===== config.mk =====
export PLATFORM = sky130hd
export DESIGN_NAME = uart_tx_ctrl_flat
export DESIGN_NICKNAME = d
export VERILOG_FILES = /design/src/rtl/uart_tx_ctrl_if.sv /design/src/rtl/uart_tx_ctrl.sv /design/src/flat_wrapper.sv
export SDC_FILE = /design/constraint.sdc
export NUM_CORES = 1
export LEC_CHECK = 0
export ABC_AREA = 1
export CORE_MARGIN = 4
export CORE_UTILIZATION = 48
export DETAILED_ROUTE_END_ITERATION = 10
export GPL_ROUTABILITY_DRIVEN = 0
export PLACE_DENSITY = 0.79
export SYNTH_ARGS = -nofsm -noshare
export SYNTH_HDL_FRONTEND = slang
export SYNTH_SLANG_ARGS = --single-unit
export TNS_END_PERCENT = 20

===== constraint.sdc =====
create_clock -name clk -period 1.4 [get_ports clk]
set_clock_uncertainty 0.2 [all_clocks]
set_input_delay 0.28 -clock clk [delete_from_list [all_inputs] [get_ports clk]]
set_output_delay 0.28 -clock clk [all_outputs]
set_load 0.02 [all_outputs]

===== src/rtl/uart_tx_ctrl_if.sv =====
// UART transmit controller bus
// Frame request inputs and mux-control outputs
interface uart_tx_ctrl_if #(
  parameter int DATA_WIDTH = 8
);

  logic [DATA_WIDTH-1:0] P_DATA;
  logic                  Data_Valid;
  logic                  PAR_EN;
  logic                  PAR_TYP;
  logic [1:0]            mux_sel;
  logic                  ser_data;
  logic                  par_bit;
  logic                  busy;

  modport master (
    output P_DATA,
    output Data_Valid,
    output PAR_EN,
    output PAR_TYP,
    input  mux_sel,
    input  ser_data,
    input  par_bit,
    input  busy
  );

  modport slave (
    input  P_DATA,
    input  Data_Valid,
    input  PAR_EN,
    input  PAR_TYP,
    output mux_sel,
    output ser_data,
    output par_bit,
    output busy
  );

endinterface


===== src/rtl/uart_tx_ctrl.sv =====
// UART transmit frame sequencer
// Drives the output mux select, serial data and parity bit
module uart_tx_ctrl #(
  parameter int DATA_WIDTH = 8
) (
  input logic           clk,
  input logic           RST,
  uart_tx_ctrl_if.slave bus
);

  localparam int CW = $clog2(DATA_WIDTH);

  typedef logic [CW-1:0] cnt_t;

  localparam cnt_t LAST = cnt_t'(DATA_WIDTH - 1);

  typedef enum logic [2:0] {
    IDLE,
    START,
    DATA,
    PARITY,
    STOP
  } state_t;

  state_t                state_q;
  state_t                state_d;
  logic                  load;
  cnt_t                  cnt_q;
  logic [DATA_WIDTH-1:0] data_q;
  logic                  par_en_q;
  logic                  par_typ_q;
  logic [1:0]            mux_sel;
  logic                  ser_data;
  logic                  busy;

  // State register
  always_ff @(posedge clk) begin
    if (!RST) begin
      state_q <= IDLE;
    end else begin
      state_q <= state_d;
    end
  end

  // Next state; requests only accepted from IDLE or STOP
  always_comb begin
    state_d = state_q;
    load    = 1'b0;
    unique case (state_q)
      IDLE: begin
        if (bus.Data_Valid) begin
          load    = 1'b1;
          state_d = START;
        end
      end
      START: begin
        state_d = DATA;
      end
      DATA: begin
        if (cnt_q == LAST) begin
          state_d = par_en_q ? PARITY : STOP;
        end
      end
      PARITY: begin
        state_d = STOP;
      end
      STOP: begin
        if (bus.Data_Valid) begin
          load    = 1'b1;
          state_d = START;
        end else begin
          state_d = IDLE;
        end
      end
      default: begin
        state_d = IDLE;
      end
    endcase
  end

  // Latch frame data and configuration at request acceptance
  always_ff @(posedge clk) begin
    if (!RST) begin
      data_q    <= '0;
      par_en_q  <= 1'b0;
      par_typ_q <= 1'b0;
    end else if (load) begin
      data_q    <= bus.P_DATA;
      par_en_q  <= bus.PAR_EN;
      par_typ_q <= bus.PAR_TYP;
    end
  end

  // Bit counter, runs only while in DATA
  always_ff @(posedge clk) begin
    if (!RST) begin
      cnt_q <= '0;
    end else if (state_q != DATA) begin
      cnt_q <= '0;
    end else if (cnt_q == LAST) begin
      cnt_q <= '0;
    end else begin
      cnt_q <= cnt_q + cnt_t'(1);
    end
  end

  // Output decode from registered state
  always_comb begin
    mux_sel  = 2'b01;
    ser_data = 1'b0;
    busy     = 1'b1;
    unique case (1'b1)
      (state_q == START): begin
        mux_sel = 2'b00;
      end
      (state_q == DATA): begin
        mux_sel  = 2'b10;
        ser_data = data_q[cnt_q];
      end
      (state_q == PARITY): begin
        mux_sel = 2'b11;
      end
      (state_q == STOP): begin
        mux_sel = 2'b01;
      end
      default: begin
        busy = 1'b0;
      end
    endcase
  end

  assign bus.mux_sel  = mux_sel;
  assign bus.ser_data = ser_data;
  assign bus.busy     = busy;
  assign bus.par_bit  = (^data_q) ^ par_typ_q;

endmodule


===== src/flat_wrapper.sv =====
// flat-port wrapper written by rule: the top's interface ports become plain ports
module uart_tx_ctrl_flat 
#(
  parameter int DATA_WIDTH = 8
)
  (clk, RST, bus_P_DATA, bus_Data_Valid, bus_PAR_EN, bus_PAR_TYP, bus_mux_sel, bus_ser_data, bus_par_bit, bus_busy);
  uart_tx_ctrl_if #(.DATA_WIDTH(DATA_WIDTH)) bus_i ();
  input logic clk;
  input logic RST;
  input wire logic [$bits(bus_i.P_DATA)-1:0] bus_P_DATA;
  input wire logic [$bits(bus_i.Data_Valid)-1:0] bus_Data_Valid;
  input wire logic [$bits(bus_i.PAR_EN)-1:0] bus_PAR_EN;
  input wire logic [$bits(bus_i.PAR_TYP)-1:0] bus_PAR_TYP;
  output wire logic [$bits(bus_i.mux_sel)-1:0] bus_mux_sel;
  output wire logic [$bits(bus_i.ser_data)-1:0] bus_ser_data;
  output wire logic [$bits(bus_i.par_bit)-1:0] bus_par_bit;
  output wire logic [$bits(bus_i.busy)-1:0] bus_busy;
  assign bus_i.P_DATA = bus_P_DATA;
  assign bus_i.Data_Valid = bus_Data_Valid;
  assign bus_i.PAR_EN = bus_PAR_EN;
  assign bus_i.PAR_TYP = bus_PAR_TYP;
  assign bus_mux_sel = bus_i.mux_sel;
  assign bus_ser_data = bus_i.ser_data;
  assign bus_par_bit = bus_i.par_bit;
  assign bus_busy = bus_i.busy;
  uart_tx_ctrl #(.DATA_WIDTH(DATA_WIDTH)) u_core (.clk(clk), .RST(RST), .bus(bus_i));
endmodule

Word-level counts from Yosys, hierarchy flattened
Cells that the tools add are included.
{"block": "word_totals", "regBits": 16, "latch_bits": 0, "ramBits": 0, "mem_bits_ro": 0, "inputBits": 13, "output_inout_bits": 5, "elab_cells": 35, "memories": 0}
{"block": "classes", "n_addsub": 1, "n_mul": 0, "div_mod_pow": 0, "order_cmp": 1, "eq_ne": 8, "n_shift": 0, "n_mux": 12, "n_bitwise": 2, "reduce_logical": 6}
{"operator": "3-bit case mux with 5 select lines", "count": 1}
{"operator": "3-bit 2-to-1 mux", "count": 3}
{"operator": "8-bit parity", "count": 1}
{"operator": "3-bit by 2-bit == test with 1-bit output, second input constant", "count": 2}
{"operator": "3-bit == test, second input constant", "count": 2}
{"operator": "1-bit 2-to-1 mux", "count": 6}
{"operator": "2-bit case mux with 3 select lines", "count": 1}
{"operator": "3-bit by 4-bit < comparator with 1-bit output, second input constant", "count": 1}
{"operator": "4-bit OR reduction", "count": 1}
{"operator": "3-bit by 1-bit adder with 3-bit output, second input constant", "count": 1}
{"operator": "1-bit binary-select mux with 3-bit select", "count": 1}
{"operator": "3-bit by 1-bit == test with 1-bit output, second input constant", "count": 1}
{"operator": "3-bit zero test", "count": 1}
{"operator": "3-bit by 2-bit != test with 1-bit output, second input constant", "count": 1}
{"operator": "3-bit OR reduction", "count": 1}
{"operator": "2-bit by 1-bit != test with 1-bit output, second input constant", "count": 1}
{"operator": "2-bit != test, second input constant", "count": 1}
{"operator": "2-bit AND reduction", "count": 1}
{"operator": "2-bit OR reduction", "count": 1}
{"operator": "1-bit inverter", "count": 1}
{"operator": "1-bit XOR", "count": 1}

Logic depth before layout (Yosys ltp)
{"block": "depth", "depth_word": 3, "depth_mapped": 9, "mapped_depth_nobuf": 9}

Worst setup path after synthesis
OpenSTA, ideal clock, no wires.
{"block": "synth_path", "kind": "reg-to-output", "startpoint": "register u_core.state_q[1]", "endpoint": "output bus_ser_data", "arrival_time_ns": 1.072, "required_time_ns": 0.920, "path_slack_ns": -0.152, "stages_incl_launch_ff": 7, "n_path_buf": 0, "path_cell_list": "dfxtp_1 inv_2 nor2_4 nand2_2 inv_2 nand2_1 nor2_1"}
{"block": "synth_between", "elab_chain_len": 2}
{"item": "start, declared", "line_no": "uart_tx_ctrl.sv:25", "rtl": "state_t state_q;"}
{"item": "start signal, assigned", "line_no": "uart_tx_ctrl.sv:41", "rtl": "state_q <= state_d;"}
{"item": "3-bit by 2-bit == test with 1-bit output", "line_no": "uart_tx_ctrl.sv:116", "rtl": "(state_q == DATA): begin"}
{"item": "1-bit 2-to-1 mux", "line_no": "uart_tx_ctrl.sv:112", "rtl": "unique case (1'b1)"}
{"item": "end, declared", "line_no": "flat_wrapper.sv:15", "rtl": "output wire logic [$bits(bus_i.ser_data)-1:0] bus_ser_data;"}
No other way between the ends.

Worst setup path in the final report
{"block": "layout_path", "startpoint": "register u_core.cnt_q[0]", "endpoint": "output bus_ser_data"}
{"block": "layout_between", "elab_chain_len": 3}
{"item": "start, declared", "line_no": "uart_tx_ctrl.sv:28", "rtl": "cnt_t cnt_q;"}
{"item": "start signal, assigned", "line_no": "uart_tx_ctrl.sv:103", "rtl": "cnt_q <= cnt_q + cnt_t'(1);"}
{"item": "1-bit binary-select mux with 3-bit select", "line_no": "uart_tx_ctrl.sv:118", "rtl": "ser_data = data_q[cnt_q];"}
{"item": "1-bit 2-to-1 mux (implied by the code)", "line_no": "uart_tx_ctrl.sv:118"}
{"item": "1-bit 2-to-1 mux", "line_no": "uart_tx_ctrl.sv:112"}
No other way between the ends. The select of a mux whose other input is x is not followed.

==> results.py <==
metrics = {
    "global_route": {
        "gr-total-overflow": 0,
        "grt_usage_pct": 23.8,
        "wire_length_of_the_first_global_routing_pass_um": 4490,
        "first_global_vias": 994,
        "grt_max_degree": 16,
        "antenna_found_initial": 0,
    },
    "detailed_routing": {
        "routed-via-count": 1022,
        "totalWireLength_um": 3120,
        "route.detailed.wl_per_inst_um": 16.1,
        "drt_iter0_markers": 45,
        "post_drt_via_cell_ratio": 5.27,
        "remaining_drc_errors": 0,
        "antenna_violating_nets_post_route": 0,
        "dr_pass1_iterations": 4,
    },
    "clock_network": {
        "cts.root.buffer_cell": "sky130_fd_sc_hd__clkbuf_4",
        "clock_path_buffers": 2,
        "clock_sinks": 16,
        "clk_transition_reported_paths_ns": 0.10,
        "cts_hold_buffers": 0,
        "cts-htree-levels": 1,
        "cts_tree": "done",
        "cts_made_buffers": 3,
        "clk-insertion-delay-late_ns": 0.29,
    },
    "job": {
        "drv.max_cap_violation_count": 0,
    },
    "cells_and_area": {
        "area_growth_syn_to_fin_pct": 68.1,
        "final_design_area_no_fill_um2": 1430,
        "final_layout_size_suffix_gt1_share_pct": 50.6,
        "layout.cells.most_common": "sky130_fd_sc_hd__nand2_1",
        "layout.cells.most_common_list": "sky130_fd_sc_hd__nand2_1, sky130_fd_sc_hd__buf_4, sky130_fd_sc_hd__clkdlybuf4s50_1, sky130_fd_sc_hd__inv_1, sky130_fd_sc_hd__nor2_1",
        "layout.cells.non_filler": 194,
        "fillerInstances": 69,
        "antenna_cells": 0,
        "post-route-util_pct": 89.9,
        "finalNetCount": 186,
    },
    "die": {
        "core-area_um2": 1590,
        "chipHeight_um": 50.1,
        "dieArea_um2": 2510,
        "start_util_pct": 53.5,
        "top_level_ports": 18,
        "die_width_um": 50.1,
        "fp-row-count": 14,
    },
    "pwr": {
        "pwr_density_cell_nw_per_um2": 1850,
        "vdd.ir_drop.worst_uv": 1480,
        "design_power_total_mw": 2.66,
        "leakage_power_nw": 0.636,
    },
    "status": {
        "run_status": "finished with violations",
        "violated_checks": "setup timing",
    },
    "placed_design": {
        "io_buffer_count": 17,
        "post_dp_area_um2": 1200,
        "place_inst": 187,
        "dpl.hpwl_um": 1670,
    },
    "timing": {
        "timing.max_slew.rel_slack_pct": 81.2,
        "timing.final.max_slew_violations": 0,
        "setup_ws_ns": -0.504,
        "grt_setup_unrepaired": "true",
        "hold_violations": 0,
        "worst_slew_pin_slew_ns": 0.278,
        "post-route-period-util_pct": 136,
        "setup-violations-final": 21,
        "timing.final.crit_period_ns": 1.90,
        "max_clock_freq_ghz": 0.525,
    },
    "worst_setup_path": {
        "path_cells": "o21ai_0 > o21ai_1 > nor2_2 > nor2_4 > buf_4",
        "critPathRequiredTime_ns": 0.92,
        "worst_path_max_delay_cell": "sky130_fd_sc_hd__dfxtp_4",
        "crit_path_start_kind": "flop",
        "setup.worst_path.end_class": "output pin",
        "timing.setup.critical_path_class": "flop to output pin",
        "timing.reg2reg.worst_path_depth": 8,
        "timing.critical_path.arrival_ns": 1.42,
        "crit_fanout": 9,
        "critPathMaxStageDelay_ns": 0.39,
    },
    "yosys": {
        "syn-num-nets": 145,
        "seq_area_frac_synth_pct": 37.6,
        "synthesis.instances": 130,
        "yosys_register_bits": 16,
        "synthesis.area_per_instance_um2": 6.55,
        "post_synth_num_cell_types": 20,
        "synth_warnings": 0,
        "summed_instance_area_of_the_synthesized_netlist_um2": 852,
    },
    "worst_hold_path": {
        "holdPathStages": 2,
        "hp-class": "flop to flop",
    },
}
## power by group
group / internal [mW] / leakage (nW) / switching [mW]
registers: 0.585 / 0.138 / 0.153
clock network: 0.158 / 0.0210 / 0.158
logic: 0.777 / 0.478 / 0.823
total: 1.52 / 0.636 / 1.13
## metal layers
layer	vias to the layer above	track usage, %	routed length [µm]
li1	487	-	-
met5	-	0	0
met3	16	5.03	189
met2	47	41.5	1630
met1	472	27.6	1190
met4	0	11.5	110
## registers in the layout, indices dropped and copies added (netlist names)
signal            count
u_core.data_q         8
u_core.cnt_q          3
u_core.state_q        3
u_core.par_en_q       1
u_core.par_typ_q      1
## final timing paths
| check | slack [ns] | to | start |
|---|---|---|---|
| setup / recovery | -0.50 | bus_ser_data | u_core.cnt_q[0] |
| hold / removal | 0.32 | u_core.data_q[4] | u_core.data_q[4] |
| setup reg to reg | -0.11 | u_core.data_q[0] | u_core.state_q[1] |
| hold reg to reg | 0.32 | u_core.data_q[4] | u_core.data_q[4] |
## worst max-delay path: cells and delay by family (launching register included)
kind | cells | cell delay, ns
buffers and inverters | 1 | 0.15
AND/OR/NAND/NOR | 2 | 0.21
AO/OA/AOI/OAI | 2 | 0.39
flip-flops | 1 | 0.39
## metrics by stage
step	TNS [ns]	hold WS [ns]	setup slack, ns
after floorplan	0	0.218	0.00181
after global placement	-3.90	0.301	-0.548
after detailed placement	-4.43	0.305	-0.574
after CTS	-1.61	0.300	-0.412
after global routing	-3.65	0.351	-0.588
final	-2.51	0.319	-0.504
## layout make-up
class                   count  area (µm²)  area share, %
repair buffers             39         362           25.2
inverters                  21        86.3           6.03
flip-flops and latches     16         349           24.4
multi-input cells          90         569           39.7
clock buffers               4        36.3           2.53
well taps                  24        30.0           2.10
## cell families (layout without fill, tap and decap cells)
logic type	after synthesis	count (layout)	synth area share, %
DFF	16	16	37.6
adders and majority gates	2	2	2.94
AOI/OAI and AO/OA	25	25	15.0
xor gates and xnor gates	2	2	2.06
and+or+nand+nor	61	61	30.8
buffers and inverters	24	64	11.6
## synthesized netlist by cell type
cell type                  count  area (µm²)
sky130_fd_sc_hd__nand2_2       2        12.5
sky130_fd_sc_hd__nand2_1      26        97.6
sky130_fd_sc_hd__nand3_1       6        30.0
sky130_fd_sc_hd__inv_2         3        11.3
sky130_fd_sc_hd__a21oi_1       9        45.0
sky130_fd_sc_hd__buf_1         1        3.75
sky130_fd_sc_hd__dfxtp_1      16         320
sky130_fd_sc_hd__nor2_4        1        11.3
sky130_fd_sc_hd__buf_2         1        5.00
sky130_fd_sc_hd__xnor2_1       2        17.5
sky130_fd_sc_hd__o211ai_1      1        7.51
sky130_fd_sc_hd__inv_1        18        67.6
sky130_fd_sc_hd__nor2_2        1        6.26
sky130_fd_sc_hd__nor3_1        2        10.0
sky130_fd_sc_hd__buf_6         1        11.3
sky130_fd_sc_hd__ha_1          2        25.0
sky130_fd_sc_hd__nor3b_2       1        12.5
sky130_fd_sc_hd__o21ai_0      14        70.1
sky130_fd_sc_hd__nor2_1       22        82.6
sky130_fd_sc_hd__o21ai_1       1        5.00
## what timing repair did
action,4_1_cts,5_1_grt
resized for setup,70,33
gates cloned,0,0
setup buffers,3,0
pin swaps,11,4
endpoints found under the setup margin,21,21
Power figures use the tool's default switching activity.
